**src/rtl/multicycle_fsm_pkg.sv**
```systemverilog
// Shared types and encodings for the multicycle RV32I-subset sequencer.
// Imported by multicycle_fsm and alu_decoder.
package mc_pkg;

    typedef enum logic [3:0] {
        S_FETCH    = 4'd0,
        S_DECODE   = 4'd1,
        S_MEMADR   = 4'd2,
        S_MEMREAD  = 4'd3,
        S_MEMWB    = 4'd4,
        S_MEMWRITE = 4'd5,
        S_EXECUTER = 4'd6,
        S_EXECUTEI = 4'd7,
        S_ALUWB    = 4'd8,
        S_BEQ      = 4'd9,
        S_JAL      = 4'd10,
        S_ILLEGAL  = 4'd11
    } state_t;

    localparam logic [6:0] OP_LW  = 7'b0000011;
    localparam logic [6:0] OP_SW  = 7'b0100011;
    localparam logic [6:0] OP_R   = 7'b0110011;
    localparam logic [6:0] OP_I   = 7'b0010011;
    localparam logic [6:0] OP_BEQ = 7'b1100011;
    localparam logic [6:0] OP_JAL = 7'b1101111;

    localparam logic [2:0] ALU_ADD = 3'b000;
    localparam logic [2:0] ALU_SUB = 3'b001;
    localparam logic [2:0] ALU_AND = 3'b010;
    localparam logic [2:0] ALU_OR  = 3'b011;
    localparam logic [2:0] ALU_SLT = 3'b101;

    localparam logic [1:0] RES_ALUOUT = 2'b00;
    localparam logic [1:0] RES_READ   = 2'b01;
    localparam logic [1:0] RES_ALU    = 2'b10;

    localparam logic [1:0] SRCA_PC    = 2'b00;
    localparam logic [1:0] SRCA_OLDPC = 2'b01;
    localparam logic [1:0] SRCA_RS1   = 2'b10;

    localparam logic [1:0] SRCB_RS2  = 2'b00;
    localparam logic [1:0] SRCB_IMM  = 2'b01;
    localparam logic [1:0] SRCB_FOUR = 2'b10;

    localparam logic [1:0] IMM_I = 2'b00;
    localparam logic [1:0] IMM_S = 2'b01;
    localparam logic [1:0] IMM_B = 2'b10;
    localparam logic [1:0] IMM_J = 2'b11;

    function automatic logic [1:0] imm_src_of(input logic [6:0] opcode);
        case (opcode)
            OP_SW:   return IMM_S;
            OP_BEQ:  return IMM_B;
            OP_JAL:  return IMM_J;
            default: return IMM_I;
        endcase
    endfunction

endpackage

```
**src/rtl/multicycle_fsm_alu_decoder.sv**
```systemverilog
// Combinational ALU operation decoder; also flags opcodes and funct3
// values that the core does not implement.
module alu_decoder
    import mc_pkg::*;
(
    input  logic [6:0] opcode,
    input  logic [2:0] funct3,
    input  logic       funct7_5,
    output logic [2:0] alu_control,
    output logic       unsupported
);

    always_comb begin
        alu_control = ALU_ADD;
        unsupported = 1'b0;
        case (opcode)
            OP_LW, OP_SW, OP_JAL: alu_control = ALU_ADD;
            OP_BEQ: begin
                alu_control = ALU_SUB;
                unsupported = (funct3 != 3'b000);
            end
            OP_R, OP_I: begin
                case (funct3)
                    // opcode[5] separates R-type from I-type: addi never subtracts
                    3'b000:  alu_control = (opcode[5] && funct7_5) ? ALU_SUB : ALU_ADD;
                    3'b010:  alu_control = ALU_SLT;
                    3'b110:  alu_control = ALU_OR;
                    3'b111:  alu_control = ALU_AND;
                    default: unsupported = 1'b1;
                endcase
            end
            default: unsupported = 1'b1;
        endcase
    end

endmodule

```
**src/rtl/multicycle_fsm.sv**
```systemverilog
// Multicycle core main sequencer: Moore FSM with memory-ready handshake.
// Define MULTICYCLE_FSM_PERF_EN to add cycle / instret performance counters.
module multicycle_fsm
    import mc_pkg::*;
#(
    parameter int STATE_W = 4
) (
    input  logic               i_clk,
    input  logic               i_rstn,
    input  logic [31:0]        i_instr,
    input  logic               i_zero,
    input  logic               i_mem_ready,
    output logic               o_PCWrite,
    output logic               o_AdrSrc,
    output logic               o_MemWrite,
    output logic               o_IRWrite,
    output logic               o_RegWrite,
    output logic [1:0]         o_ResultSrc,
    output logic [1:0]         o_ALUSrcA,
    output logic [1:0]         o_ALUSrcB,
    output logic [2:0]         o_ALUControl,
    output logic [1:0]         o_ImmSrc,
    output logic               o_illegal,
`ifdef MULTICYCLE_FSM_PERF_EN
    output logic [31:0]        o_cycle_cnt,
    output logic [31:0]        o_instret_cnt,
`endif
    output logic [STATE_W-1:0] o_state
);

    state_t     state;
    state_t     state_next;
    logic [6:0] opcode;
    logic [2:0] dec_alu;
    logic       dec_unsupported;
    logic       pc_write;
    logic       mem_write;
    logic       ir_write;
    logic       reg_write;
    logic       unused_instr_bits;

    assign opcode            = i_instr[6:0];
    assign unused_instr_bits = ^{i_instr[31], i_instr[29:15], i_instr[11:7]};

    alu_decoder u_alu_decoder (
        .opcode      (opcode),
        .funct3      (i_instr[14:12]),
        .funct7_5    (i_instr[30]),
        .alu_control (dec_alu),
        .unsupported (dec_unsupported)
    );

    always_ff @(posedge i_clk or negedge i_rstn) begin
        if (!i_rstn) state <= S_FETCH;
        else         state <= state_next;
    end

    always_comb begin
        state_next   = state;
        pc_write     = 1'b0;
        mem_write    = 1'b0;
        ir_write     = 1'b0;
        reg_write    = 1'b0;
        o_AdrSrc     = 1'b0;
        o_ResultSrc  = RES_ALUOUT;
        o_ALUSrcA    = SRCA_PC;
        o_ALUSrcB    = SRCB_RS2;
        o_ALUControl = ALU_ADD;
        case (state)
            S_FETCH: begin
                o_ALUSrcB   = SRCB_FOUR;
                o_ResultSrc = RES_ALU;
                ir_write    = i_mem_ready;
                pc_write    = i_mem_ready;
                if (i_mem_ready) state_next = S_DECODE;
            end
            S_DECODE: begin
                o_ALUSrcA = SRCA_OLDPC;
                o_ALUSrcB = SRCB_IMM;
                if (dec_unsupported) state_next = S_ILLEGAL;
                else begin
                    case (opcode)
                        OP_LW, OP_SW: state_next = S_MEMADR;
                        OP_R:         state_next = S_EXECUTER;
                        OP_I:         state_next = S_EXECUTEI;
                        OP_BEQ:       state_next = S_BEQ;
                        OP_JAL:       state_next = S_JAL;
                        default:      state_next = S_ILLEGAL;
                    endcase
                end
            end
            S_MEMADR: begin
                o_ALUSrcA  = SRCA_RS1;
                o_ALUSrcB  = SRCB_IMM;
                state_next = (opcode == OP_SW) ? S_MEMWRITE : S_MEMREAD;
            end
            S_MEMREAD: begin
                o_AdrSrc = 1'b1;
                if (i_mem_ready) state_next = S_MEMWB;
            end
            S_MEMWB: begin
                o_ResultSrc = RES_READ;
                reg_write   = 1'b1;
                state_next  = S_FETCH;
            end
            S_MEMWRITE: begin
                o_AdrSrc  = 1'b1;
                mem_write = i_mem_ready;
                if (i_mem_ready) state_next = S_FETCH;
            end
            S_EXECUTER: begin
                o_ALUSrcA    = SRCA_RS1;
                o_ALUControl = dec_alu;
                state_next   = S_ALUWB;
            end
            S_EXECUTEI: begin
                o_ALUSrcA    = SRCA_RS1;
                o_ALUSrcB    = SRCB_IMM;
                o_ALUControl = dec_alu;
                state_next   = S_ALUWB;
            end
            S_ALUWB: begin
                reg_write  = 1'b1;
                state_next = S_FETCH;
            end
            S_BEQ: begin
                o_ALUSrcA    = SRCA_RS1;
                o_ALUControl = ALU_SUB;
                pc_write     = i_zero;
                state_next   = S_FETCH;
            end
            S_JAL: begin
                o_ALUSrcA  = SRCA_OLDPC;
                o_ALUSrcB  = SRCB_FOUR;
                pc_write   = 1'b1;
                state_next = S_ALUWB;
            end
            S_ILLEGAL: state_next = S_ILLEGAL;
            default:   state_next = S_FETCH;
        endcase
    end

    // Strobes are masked by reset directly so an asserting edge kills them combinationally.
    assign o_PCWrite  = pc_write  & i_rstn;
    assign o_MemWrite = mem_write & i_rstn;
    assign o_IRWrite  = ir_write  & i_rstn;
    assign o_RegWrite = reg_write & i_rstn;

    assign o_ImmSrc  = imm_src_of(opcode);
    assign o_illegal = (state == S_ILLEGAL);
    assign o_state   = STATE_W'(state);

`ifdef MULTICYCLE_FSM_PERF_EN
    logic retire;

    assign retire = (state_next == S_FETCH) &&
                    ((state == S_MEMWB) || (state == S_MEMWRITE) ||
                     (state == S_ALUWB) || (state == S_BEQ));

    always_ff @(posedge i_clk or negedge i_rstn) begin
        if (!i_rstn) begin
            o_cycle_cnt   <= '0;
            o_instret_cnt <= '0;
        end else if (state != S_ILLEGAL) begin
            o_cycle_cnt <= o_cycle_cnt + 32'd1;
            if (retire) o_instret_cnt <= o_instret_cnt + 32'd1;
        end
    end
`endif

endmodule

```
**config.mk**
```make
export PLATFORM = sky130hd
export DESIGN_NAME = multicycle_fsm
export DESIGN_NICKNAME = d
export VERILOG_FILES = /design/src/rtl/multicycle_fsm_pkg.sv /design/src/rtl/multicycle_fsm_alu_decoder.sv /design/src/rtl/multicycle_fsm.sv
export SDC_FILE = /design/constraint.sdc
export NUM_CORES = 1
export LEC_CHECK = 0
export CAP_MARGIN = 20
export CORE_MARGIN = 1
export CORE_UTILIZATION = 32
export DETAILED_ROUTE_END_ITERATION = 7
export PLACE_DENSITY = 0.77
export SLEW_MARGIN = 10
export SYNTH_ARGS = -nofsm -noshare
export SYNTH_HDL_FRONTEND = slang
export SYNTH_HIERARCHICAL = 1
export SYNTH_SLANG_ARGS = --single-unit
export TNS_END_PERCENT = 100
```
**constraint.sdc**
```tcl
create_clock -name i_clk -period 2.52 [get_ports i_clk]
set_input_delay 0.378 -clock i_clk [delete_from_list [all_inputs] [get_ports i_clk]]
set_output_delay 0.378 -clock i_clk [all_outputs]
set_load 0.05 [all_outputs]
```
After elaboration in Yosys (flattened, before gate mapping)

Index checks and enable logic that the tools add are counted.

Register bits: 4
Bits in latches: 0
Bits in writable memories: 0
ROM bits: 0
Input port bits: 36
Output and inout port bits: 21
Memories: 0

Add/sub/neg operators: 0
$mul: 0
Divide/modulo/power cells: 0
Order comparisons: 0
Eq/ne operators: 23
Shift operators: 0
Mux-type cells: 22
Bitwise gates (word level): 4
Reductions and logical operators: 17

Operators by type and width:

| kind                                                                   | number |
|---|---|
| 4-bit one-hot mux with 7 select lines                                  | 1 |
| 4-bit one-hot mux with 5 select lines                                  | 1 |
| 4-bit by 3-bit equality test with 1-bit output (second input constant) | 4 |
| 4-bit equality test (second input constant)                            | 4 |
| 4-bit two-way mux                                                      | 4 |
| 7-bit by 6-bit equality test with 1-bit output (second input constant) | 2 |
| 7-bit equality test (second input constant)                            | 2 |
| 2-bit OR reduction                                                     | 7 |
| 2-bit one-hot mux with 2 select lines                                  | 3 |
| 3-bit one-hot mux with 2 select lines                                  | 2 |
| 3-bit one-hot mux with 4 select lines                                  | 1 |
| 3-bit OR reduction                                                     | 3 |
| 4-bit by 2-bit equality test with 1-bit output (second input constant) | 2 |
| 4-bit OR reduction                                                     | 2 |
| 7-bit by 2-bit equality test with 1-bit output (second input constant) | 1 |
| 7-bit by 5-bit equality test with 1-bit output (second input constant) | 1 |
| 3-bit equality test (second input constant)                            | 2 |
| 1-bit two-way mux                                                      | 6 |
| 2-bit inequality test (second input constant)                          | 3 |
| 1-bit one-hot mux with 3 select lines                                  | 2 |
| 2-bit one-hot mux with 3 select lines                                  | 1 |
| 1-bit AND                                                              | 4 |
| 4-bit by 1-bit equality test with 1-bit output (second input constant) | 1 |
| 4-bit logical NOT                                                      | 1 |
| other kinds (6)                                                        | 6 |

Depth between registers and ports, before layout

Word-level depth: 6
Gate-level depth with buffers: 8
Mapped depth without buffers: 8

By module

The synthesis kept the hierarchy.

By module, submodules not included:

| module         | instances | cells an instance | area an instance (µm²) | sequential area each (µm²) |
|---|---|---|---|---|
| multicycle_fsm | 1         | 88                | 581.8                  | 100.1 |
| alu_decoder    | 1         | 20                | 123.9                  | 0.0 |

Worst setup path before layout

Ideal clock, no wire load.

Path type: register -> output
Start: register state[3], in the netlist o_state[3]
End: output o_ALUSrcB[1]
Arrival time: 2616 ps
Data required time: 2142 ps
Slack: -474 ps
Stages on the path, launching flop included: 5
Cell sequence: dfrtp_1 > buf_4 > clkbuf_1 > nor2b_1 > nor4_1

Longest elaborated chain between the ends: 3

Ends and longest elaborated chain:

| item                                                                             | line                 | source |
|---|---|---|
| start, declared                                                                  | multicycle_fsm.sv:31 | `state_t state;` |
| start signal, assigned                                                           | multicycle_fsm.sv:55 | `else state <= state_next;` |
| 4-bit by 1-bit equality test with 1-bit output, or another cell as far along     | multicycle_fsm.sv:69 | `case (state)` |
| 3-bit OR reduction (no source line) / 2-bit OR reduction (equally long branches) | -                    |  |
| 2-bit one-hot mux with 2 select lines (*)                                        | multicycle_fsm.sv:69 |  |
| end, declared                                                                    | multicycle_fsm.sv:20 | `output logic [1:0] o_ALUSrcB,` |

Every way passes the cells marked *; elsewhere a longest branch is shown, timed or not.

Worst setup path after layout

Start: input i_instr[4]
End: register state[2], in the netlist o_state[2]

Longest elaborated chain between the ends: 5

Ends and longest elaborated chain:

| item                                                                         | line                             | source |
|---|---|---|
| start, declared                                                              | multicycle_fsm.sv:10             | `input logic [31:0] i_instr,` |
| 7-bit by 6-bit equality test with 1-bit output, or another cell as far along | multicycle_fsm_alu_decoder.sv:16 | `case (opcode)` |
| 3-bit OR reduction / 2-bit OR reduction (equally long branches)              | multicycle_fsm_alu_decoder.sv:16 |  |
| 1-bit one-hot mux with 3 select lines (*)                                    | multicycle_fsm_alu_decoder.sv:16 |  |
| net dec_unsupported                                                          | multicycle_fsm.sv:35             | `logic dec_unsupported;` |
| 4-bit two-way mux (*)                                                        | multicycle_fsm.sv:80             | `if (dec_unsupported) state_next = S_ILLEGAL;` |
| 4-bit one-hot mux with 7 select lines (*)                                    | multicycle_fsm.sv:69             |  |

The timed path passes the listed nets; every way through them passes the cells marked *.
A chain may end at the register's enable or synchronous reset.

==> out/qor.txt <==
Vias in the first global route -> 976
Crit-path max cell delay -> 500 ps
Syn. warnings -> 6
DRC Markers -> 0
Distinct cells, synth -> 38
Slowest CP cell -> clkdlybuf4s50_1
Core Area -> 0.002022 mm^2
Layout Skew -> 0.08391 ps
Utilization after layout -> 65.90%
Vias -> 1008
Post-Syn Nets -> 144
DRT iter0 DRCs -> 16
Sequential area share after synthesis -> 14.18%
Max Clock Freq -> 418.8 MHz
Rows -> 16
Placed cell area -> 0.001262 mm^2
TritonCTS clock tree -> yes
Clk sinks -> 4
Final Max Slew Viols -> 0
Number of flip-flops under the largest register name -> 4
Initial core utilization -> 34.90%
Die area -> 0.002397 mm^2
Pin count of the biggest net entering global routing -> 18
Total power -> 1.357 mW
CTS H-tree lvls -> 1
R2R depth -> 4
Post-Syn Area -> 705.7 um^2
Final Hold Fails -> 0
Finished Cell Area -> 0.001333 mm^2
CTS Buffer Depth -> 2
DP Worst Slack -> -222.4 ps
Boundary Pins -> 57
CP arrival -> 2530 ps
Total grt overflow -> 0
Synthesized area per cell -> 6.534 um^2
IO Port Bufs -> 35
Worst Hold Margin -> 461.5 ps
All-layer global routing usage -> 20.43%
Setup CP Type -> in -> reg
Routed len/inst -> 13.29 um
Clock transition at the registers of the reported paths -> 40 ps
Area grow syn2layout -> 88.83%
Post-DP HPWL -> 1.873 mm
R2r startpoint -> o_state[2]$_DFFE_PN0P_
Final worst slack -> 132.3 ps
Clk root buf -> clkbuf_4
CP Buf/Inv Count -> 1
Clock latency on the worst-skew pair -> 240 ps
Final worst path period need -> 2388 ps
First-pass DRT Iterations -> 4
Chip Height -> 48.96 um
Delay-heaviest family, CP -> compound AO/OA/AOI/OAI gates
Ant. Diodes -> 0
Critical Path RT -> 2660 ps
Nets -> 196
Crit share post-route -> 94.75%
TritonCTS buffer count -> 3
Antenna violations before repair -> 0
Peak supply drop -> 0.0007439 V
Worst-path fanout max -> 3
CP endpoint kind -> flop
Detail Route Antenna Nets -> 0
Worst Hold Class -> in -> async
CP cell instances -> clkdlybuf4s50_1 > nor2b_1 > nor4b_4 > a211oi_2 > o2111ai_2 > nand3b_1 > o41a_1 > or4_1 > o31ai_1
Cells after DPL -> 181
Max-cap violations -> 0
Die X -> 48.96 um
Syn Inst Count -> 108
Setup TNS -> 0 ps
DR vias/cell -> 5.449
LEAKAGE -> 0.5589 nW
Layout cells sized above 1 -> 31.01%
Post-Layout Cell Count -> 185
Slew headroom -> 66.54%
Power per cell area -> 1018 mW/mm^2
Synth Register Bits -> 4
First-pass GRT wire length -> 3.946 mm
Status -> finished, final reports clean
Terminus of the critical flop-to-flop path -> o_state[2]$_DFFE_PN0P_
Crit start category -> input port
Tightest Pin Transition -> 497.4 ps
R2R setup slack -> 600 ps
WL final -> 2.459 mm
Final Setup Violations -> 0
CTS hold repair buffers -> 0
Gpl congestion -> 0.8468
[cell families (layout without fill, tap and decap cells)]
logic type,Yosys count,after routing,synth area share [%]
and+or+nand+nor,61,61,48.23
buffers and inverters,12,62,7.978
DFF,4,4,14.18
xor gates and xnor gates,3,3,3.724
AOI/OAI and AO/OA,28,28,25.89
[report_power, final]
group / total (mW) / switching [mW] / internal [mW]
logic: 1.15 / 0.741 / 0.404
clock network: 0.0821 / 0.0287 / 0.0534
registers: 0.130 / 0.0369 / 0.0930
total: 1.36 / 0.807 / 0.550
[final cells by class]
class / instances / area (um^2)
clock buffers: 3 / 22.52
fillers: 182 / 689.4
inverters: 4 / 15.01
multi-input cells: 92 / 595.6
flip-flops and latches: 4 / 100.1
well taps: 27 / 33.78
repair buffers: 55 / 565.5
[how the worst max path moves through the flow]
| stage | start | end | slack [ps] | cells after the start |
|---|---|---|---|---|
| finish | i_instr[4] | o_state[2]$_DFFE_PN0P_ | 130 | 9 |
| detailed placement | i_instr[5] | o_state[2]$_DFFE_PN0P_ | -220 | 9 |
| CTS | i_instr[5] | o_state[2]$_DFFE_PN0P_ | 7 | 9 |
| global placement | i_instr[5] | o_state[2]$_DFFE_PN0P_ | -180 | 9 |
| global route | i_instr[5] | o_state[2]$_DFFE_PN0P_ | -10 | 9 |
| floorplan | o_state[1]$_DFFE_PN0P_ | o_IRWrite | -370 | 3 |
[placed cells by master, fill, tap and decap left out, types with 3 or more instances in the layout]
cell type and count:
nor2_1 12, nand2b_1 5, nor2b_1 5, nand3_1 4, clkbuf_4 3, buf_12 8, clkdlybuf4s50_1 17, buf_4 28
inv_1 4, nand2_1 10, o21ai_0 7, dfrtp_1 4, and3_1 3, nor4_1 3, nor3_1 4, a21oi_1 4
[synthesized netlist by cell type (all sizes together)]
master   number  area (um^2)
buf           2        18.77
nor2b         5        31.28
o21ai        10        50.04
nand3         4        20.02
a21oi         5        25.02
and3          3        18.77
and4          1        8.760
xor2          2        17.52
o22a          1        8.760
clkbuf        6        22.52
or4           1        7.510
a211oi        1        7.510
a22oi         1        7.510
o2111ai       1        8.760
nand2b        5        31.28
nor4          4        25.02
nor3          6        30.03
or3           1        6.260
nand2        10        37.54
a32oi         2        17.52
o21bai        2        15.01
nor4b         3        32.53
o21a          1        7.510
o41ai         1        8.760
or4b          1        13.76
nand4b        1        8.760
xnor2         1        8.760
nand4         2        12.51
inv           4        15.01
a21o          1        7.510
dfrtp         4        100.1
o41a          1        11.26
o31ai         1        7.510
nand3b        1        7.510
nor2         13        48.80
[repair_timing]
| action | 4_1_cts | 5_1_grt |
|---|---|---|
| setup buffers | 0 | 1 |
| pin swaps | 0 | 2 |
| hold endpoints to repair | 0 | 0 |
| endpoints found under the setup margin | 1 | 3 |
| gates resized for setup | 1 | 8 |
[routing by layer]
metal  GRT usage, %  vias up  wire, um
met2          40.05       40      1301
li1               -      504         -
met4          9.314        0        78
met5              0        -         0
met1          22.51      456       989
met3         0.3115        8        89
Power figures use the tool's default switching activity.
==> RTL change 1: new RTL, same settings <==
Change the parameter `STATE_W` from 4 to 3.
--- a/src/rtl/multicycle_fsm.sv
+++ b/src/rtl/multicycle_fsm.sv
@@ -4,5 +4,5 @@
     import mc_pkg::*;
 #(
-    parameter int STATE_W = 4
+    parameter int STATE_W = 3
 ) (
     input  logic               i_clk,
Interface: changed (resized o_state); port bits go from 57 to 56. The function was not compared with the original's and may differ.
==> RTL change 1 against the original RTL <==
- first-iteration DRC count decreased by 13%
- cell count is 4.3% lower
- setup slack lost 0.021 ns
- wire length fell by 9.4%
- sequential cell count stayed put
- die area rose by 1.5%
- synthesized area up 1.6%
- cell area is 0.19% lower
- power decreased by 2.3%
- sequential power rose by 3%
- critical endpoint is now state[2]
==> RTL change 1: results (changes against the original RTL) <==
[grt]
grt_usage_pct=18.28  ; -2.2 points
grt_pass1_wl_mm=3.491  ; -12%
grt_max_degree=16  ; -2
grt_pass1_vias=855  ; -12%
antenna_found_initial=0  ; unchanged

[status]
outcome=finished, final reports clean

[synth]
synth_common_cells=nand2_1 (15), nor2_1 (10), nor3_1 (7)
synth_compound_area_share_pct=23.04  ; -2.8 points
muxShareOfSynthArea_pct=0  ; unchanged
async_flop_share_pct=100.0  ; unchanged
synthXorXnorAreaFrac_pct=3.665  ; -0.058 points
yosys_warnings=6  ; unchanged
yosysUniqueCellTypes=38  ; unchanged
synthFlopType=dfrtp_1
yosys-top-cells-area=dfrtp_1 (14%), nand2_1 (7.9%), nor2_1 (5.2%)
syn-num-nets=140  ; -2.8%
synthAdderAreaFrac_pct=1.396  ; +1.4 points
yosysSeqAreaShare_pct=13.96  ; -0.22 points

[placed_design]
portBuffers=34  ; -2.9%
hpwl_mm=1.680  ; -10%
placedInstanceArea_mm2=0.001251  ; -0.89%
gp_congestion=0.8779  ; +3.7%
dp_slack_ns=-0.2037  ; +0.01871 ns

[cells_and_area]
largestRegisters=state x4
antenna_cells=0  ; unchanged
drive_above_1_share_pct=29.33  ; -1.7 points
nets=188  ; -4.1%
fillCellCount=194  ; +6.6%

[clock_tree]
insertion_delay_ns=0.24  ; about the same
cts-htree-levels=1  ; unchanged
clock_path_buffers=2  ; unchanged
numCtsBuffers=3  ; unchanged
cts-root-buf=clkbuf_4
clk_pin_slew_worst_paths_ns=0.04  ; about the same

[timing]
slew_headroom_pct=66.51  ; about the same
clock_skew_ns=0.003465  ; +0.003381 ns

[hold_path]
hold_path.class=primary input to async pin

[critical_path]
cp_top_family=compound AO/OA/AOI/OAI gates
regToRegStartpoint=state[0]
critPathSlowestCell=clkdlybuf4s50_1
worstPathMaxFanout=3  ; unchanged
cp-startpoint=i_instr[5]
crit_arrival_ns=2.53  ; about the same
crit_path_max_incr_delay_ns=0.47  ; -0.03 ns
startpoint_type=primary input

[power_and_ir_drop]
sequentialPowerShare_pct=10.1  ; +0.5 points
leakage_uw=0.0005725  ; +2.4%
switchingPower_uw=752.6  ; -6.7%
p_comb_share_pct=83.7  ; -0.7 points
peakVddDrop_mv=0.6729  ; -9.5%

[detailed_routing]
avgViaCountPerCell=5.333  ; -2.1%
drt_iter0_markers=14  ; -2
wl_per_cell_um=12.58  ; -5.3%
first_pass_iters=4  ; unchanged

[RTL change 1: changes by cell type after synthesis, moves of 3 or more]
cell,before,now
buf_2,0,3
nor2_1,13,10
nand2_1,10,15
o21ai_0,9,4
clkbuf_1,6,0
nand2b_1,5,2
buf_4,1,4
[RTL change 1: routing by layer]
| layer | GRT usage, % | share of wire, % | wire length (µm) |
|---|---|---|---|
| met3 | 4.361 | 5.6 | 124 |
| met2 | 33.33 | 53 | 1183 |
| met4 | 4.902 | 0.81 | 18 |
| met1 | 20.82 | 40 | 900 |
| met5 | 0 | 0 | 0 |
[RTL change 1: per-stage QoR]
| stage | instances | util [%] | total power, µW |
|---|---|---|---|
| after floorplan | 104 | - | 895.3 |
| after global placement | 172 | 61.27 | 1214 |
| after detailed placement | 172 | 61.27 | 1236 |
| after CTS | 175 | 62.93 | 1326 |
| after global routing | 177 | 65.13 | 1398 |
| final | 177 | 65.13 | 1326 |
[RTL change 1: worst paths after layout]
check | end | slack, ns | depth (start not counted)
max | state[2] | 0.11 | 9
max in group asynchronous | state[3] | 1.89 | 1
min reg2reg | state[0] | 0.64 | 3
max reg2reg | state[2] | 0.91 | 5
min in group i_clk | state[0] | 0.64 | 3
min | state[2] | 0.40 | 1
[RTL change 1: repair_timing]
| action | in CTS | in global routing |
|---|---|---|
| setup buffers | 0 | 2 |
| hold buffers | 0 | 0 |
| endpoints found under the setup margin | 1 | 4 |
| pin swaps | 0 | 4 |
| gates resized for setup | 2 | 6 |
[RTL change 1: cell type report]
type	count	area (µm²)	area share, %
multi-input combinational	88	595.6	44.78
timing repair buffer	51	563.0	42.33
sequential	4	100.1	7.526
tap	27	33.78	2.540
clock buffer	3	22.52	1.693
inverter	4	15.01	1.129
==> RTL change 2: new RTL, same flow settings <==
Made on the original files. The option `MULTICYCLE_FSM_PERF_EN` is turned on by a define.
--- a/src/rtl/multicycle_fsm.sv
+++ b/src/rtl/multicycle_fsm.sv
@@ -1,4 +1,6 @@
 // Multicycle core main sequencer: Moore FSM with memory-ready handshake.
 // Define MULTICYCLE_FSM_PERF_EN to add cycle / instret performance counters.
+`define MULTICYCLE_FSM_PERF_EN
+
 module multicycle_fsm
     import mc_pkg::*;
Formal check against the unedited RTL (old outputs only; new: o_cycle_cnt and o_instret_cnt): equivalent (equiv_simple and equiv_induct, registers matched by name and starting in step).
==> RTL change 2 against the original RTL <==
- power grew to 3.3 times the old value
- hold slack got worse by 0.14 ns
- cell count rose to 3.4 times the old value
- wire length rose to 3.5 times the old value
- clock skew grew 0.0079 ns
- sequential cell count grew 64
- cell area grew to 3.8 times the old value
- core utilization shrank 19 points
- die area grew to 4.9 times the old value
- setup slack is essentially flat
- synthesized area increased to 5.1 times the old value
==> RTL change 2: results (changes against the original RTL) <==
[synth]
yosysUniqueCellTypes=48  ; +26%
syn_inst=369  ; +240%
syn-num-nets=407  ; +180%
synth_top_family_by_area=simple AND/OR/NAND/NOR gates
synth_compound_area_share_pct=4.956  ; -21 points
synthAdderAreaFrac_pct=0.6981  ; +0.70 points
yosys_warnings=6  ; unchanged
muxShareOfSynthArea_pct=0.3141  ; +0.31 points
yosys-top-cells-area=dfrtp_1 (47%), xnor2_1 (11%), xor2_1 (4.9%)
async_flop_share_pct=100.0  ; unchanged
synthXorXnorAreaFrac_pct=15.64  ; +12 points
yosysSeqAreaShare_pct=47.47  ; +33 points
synth_common_cells=dfrtp_1 (68), xnor2_1 (44), nand2_1 (40)

[clock_tree]
cts_resized=0  ; -1
postCtsSetupBuffers=0  ; unchanged
cts-root-buf=clkbuf_8
numCtsBuffers=9  ; +6
cts-htree-levels=3  ; +2
insertion_delay_ns=0.34  ; +0.10 ns
clk_pin_slew_worst_paths_ns=0.07  ; +0.03 ns

[timing]
tightest_slew_ns=0.8658  ; +0.3685 ns
clock_skew_ns=0.008029  ; +0.007945 ns
clock.fmax_ghz=0.4189  ; about the same

[grt]
grt_use_met1_pct=19.93  ; -2.6 points
grt_busiest_layer=met2
grt_max_degree=69  ; +51
grt_usage_pct=15.50  ; -4.9 points
use_met2_pct=25.23  ; -15 points
grt_pass1_vias=3019  ; +210%
grt_pass1_wl_mm=14.23  ; +260%
grt_use_met3_pct=3.692  ; +3.4 points

[critical_path]
worstRegToRegCells=5  ; +1
regToRegStartpoint=o_cycle_cnt[13]
worstPathMaxFanout=8  ; +5
r2r_end=o_cycle_cnt[31]
crit_path_max_incr_delay_ns=0.44  ; -0.06 ns
cp_top_family=buffers and inverters
rrSetupSlack_ns=0.48  ; -0.12 ns
crit_arrival_ns=2.01  ; -0.52 ns
cp-startpoint=i_instr[3]
critPathSlowestCell=clkdlybuf4s50_1
critPathCapture=o_ALUControl[0]

[placed_design]
portBuffers=99  ; +180%
dp_slack_ns=0.1117  ; +0.3341 ns
place_inst=614  ; +240%
hpwl_mm=6.388  ; +240%
gp_congestion=0.8226  ; -2.9%

[detailed_routing]
first_pass_iters=4  ; unchanged
drt_wl_total_mm=8.586  ; +250%
num_vias=3098  ; +210%
drt_iter0_markers=106  ; +90

[status]
outcome=finished, final reports clean

[cells_and_area]
drive_above_1_share_pct=12.91  ; -18 points
nets=523  ; +170%
stdcell_count=628  ; +240%

[hold_path]
hold_path.class=primary input to async pin

[power_and_ir_drop]
peakVddDrop_mv=0.8091  ; +8.8%
leakage_uw=0.002207  ; +290%

RTL change 2: changes by cell type in the layout (fill, tap and decap cells not counted), sizes merged, moves of 10 or more:
cell           change
nand2             +30
nand3             +23
dfrtp             +64
nor3              +10
nand4             +19
nor2              +17
xnor2             +43
xor2              +18
clkdlybuf4s50     +64
RTL change 2: through the flow:
| step | hold slack (ns) | instance area (µm²) |
|---|---|---|
| final | 0.3246 | 5125 |
| after global routing | 0.4093 | 5125 |
| after CTS | 0.3608 | 5120 |
| after detailed placement | 0.4705 | 4930 |
| after global placement | 0.4595 | 4930 |
| after floorplan | 0.08241 | 3625 |
RTL change 2: layout make-up:
type                            instances  area [µm²]
Sequential cell                        68        1702
Clock inverter                          2       35.03
Clock buffer                           12       155.1
Tap cell                              140       175.2
Inverter                               10       37.54
Timing Repair Buffer                  113        1161
Fill cell                            1004        5763
Multi-Input combinational cell        283        1859
RTL change 2: routing by layer:
| metal | vias up | routed length (µm) |
|---|---|---|
| li1 | 1525 | - |
| met1 | 1496 | 3905 |
| met2 | 70 | 4138 |
| met3 | 7 | 439 |
| met4 | 0 | 103 |
| met5 | - | 0 |
RTL change 2: logic make-up (layout without fill, tap and decap cells):
family                   after synthesis  after routing
AND/OR/NAND/NOR                      189            189
flip-flops                            68             68
XOR/XNOR                              64             64
AO/OA/AOI/OAI                         27             27
buffers and inverters                 18            137
adder cells (fa/ha/maj)                2              2
multiplexers                           1              1
RTL change 2: report_power, final:
| group | internal (µW) | switching (µW) |
|---|---|---|
| Combinational | 770 | 1410 |
| Sequential | 1220 | 164 |
| Clock | 499 | 386 |
| Total | 2490 | 1970 |
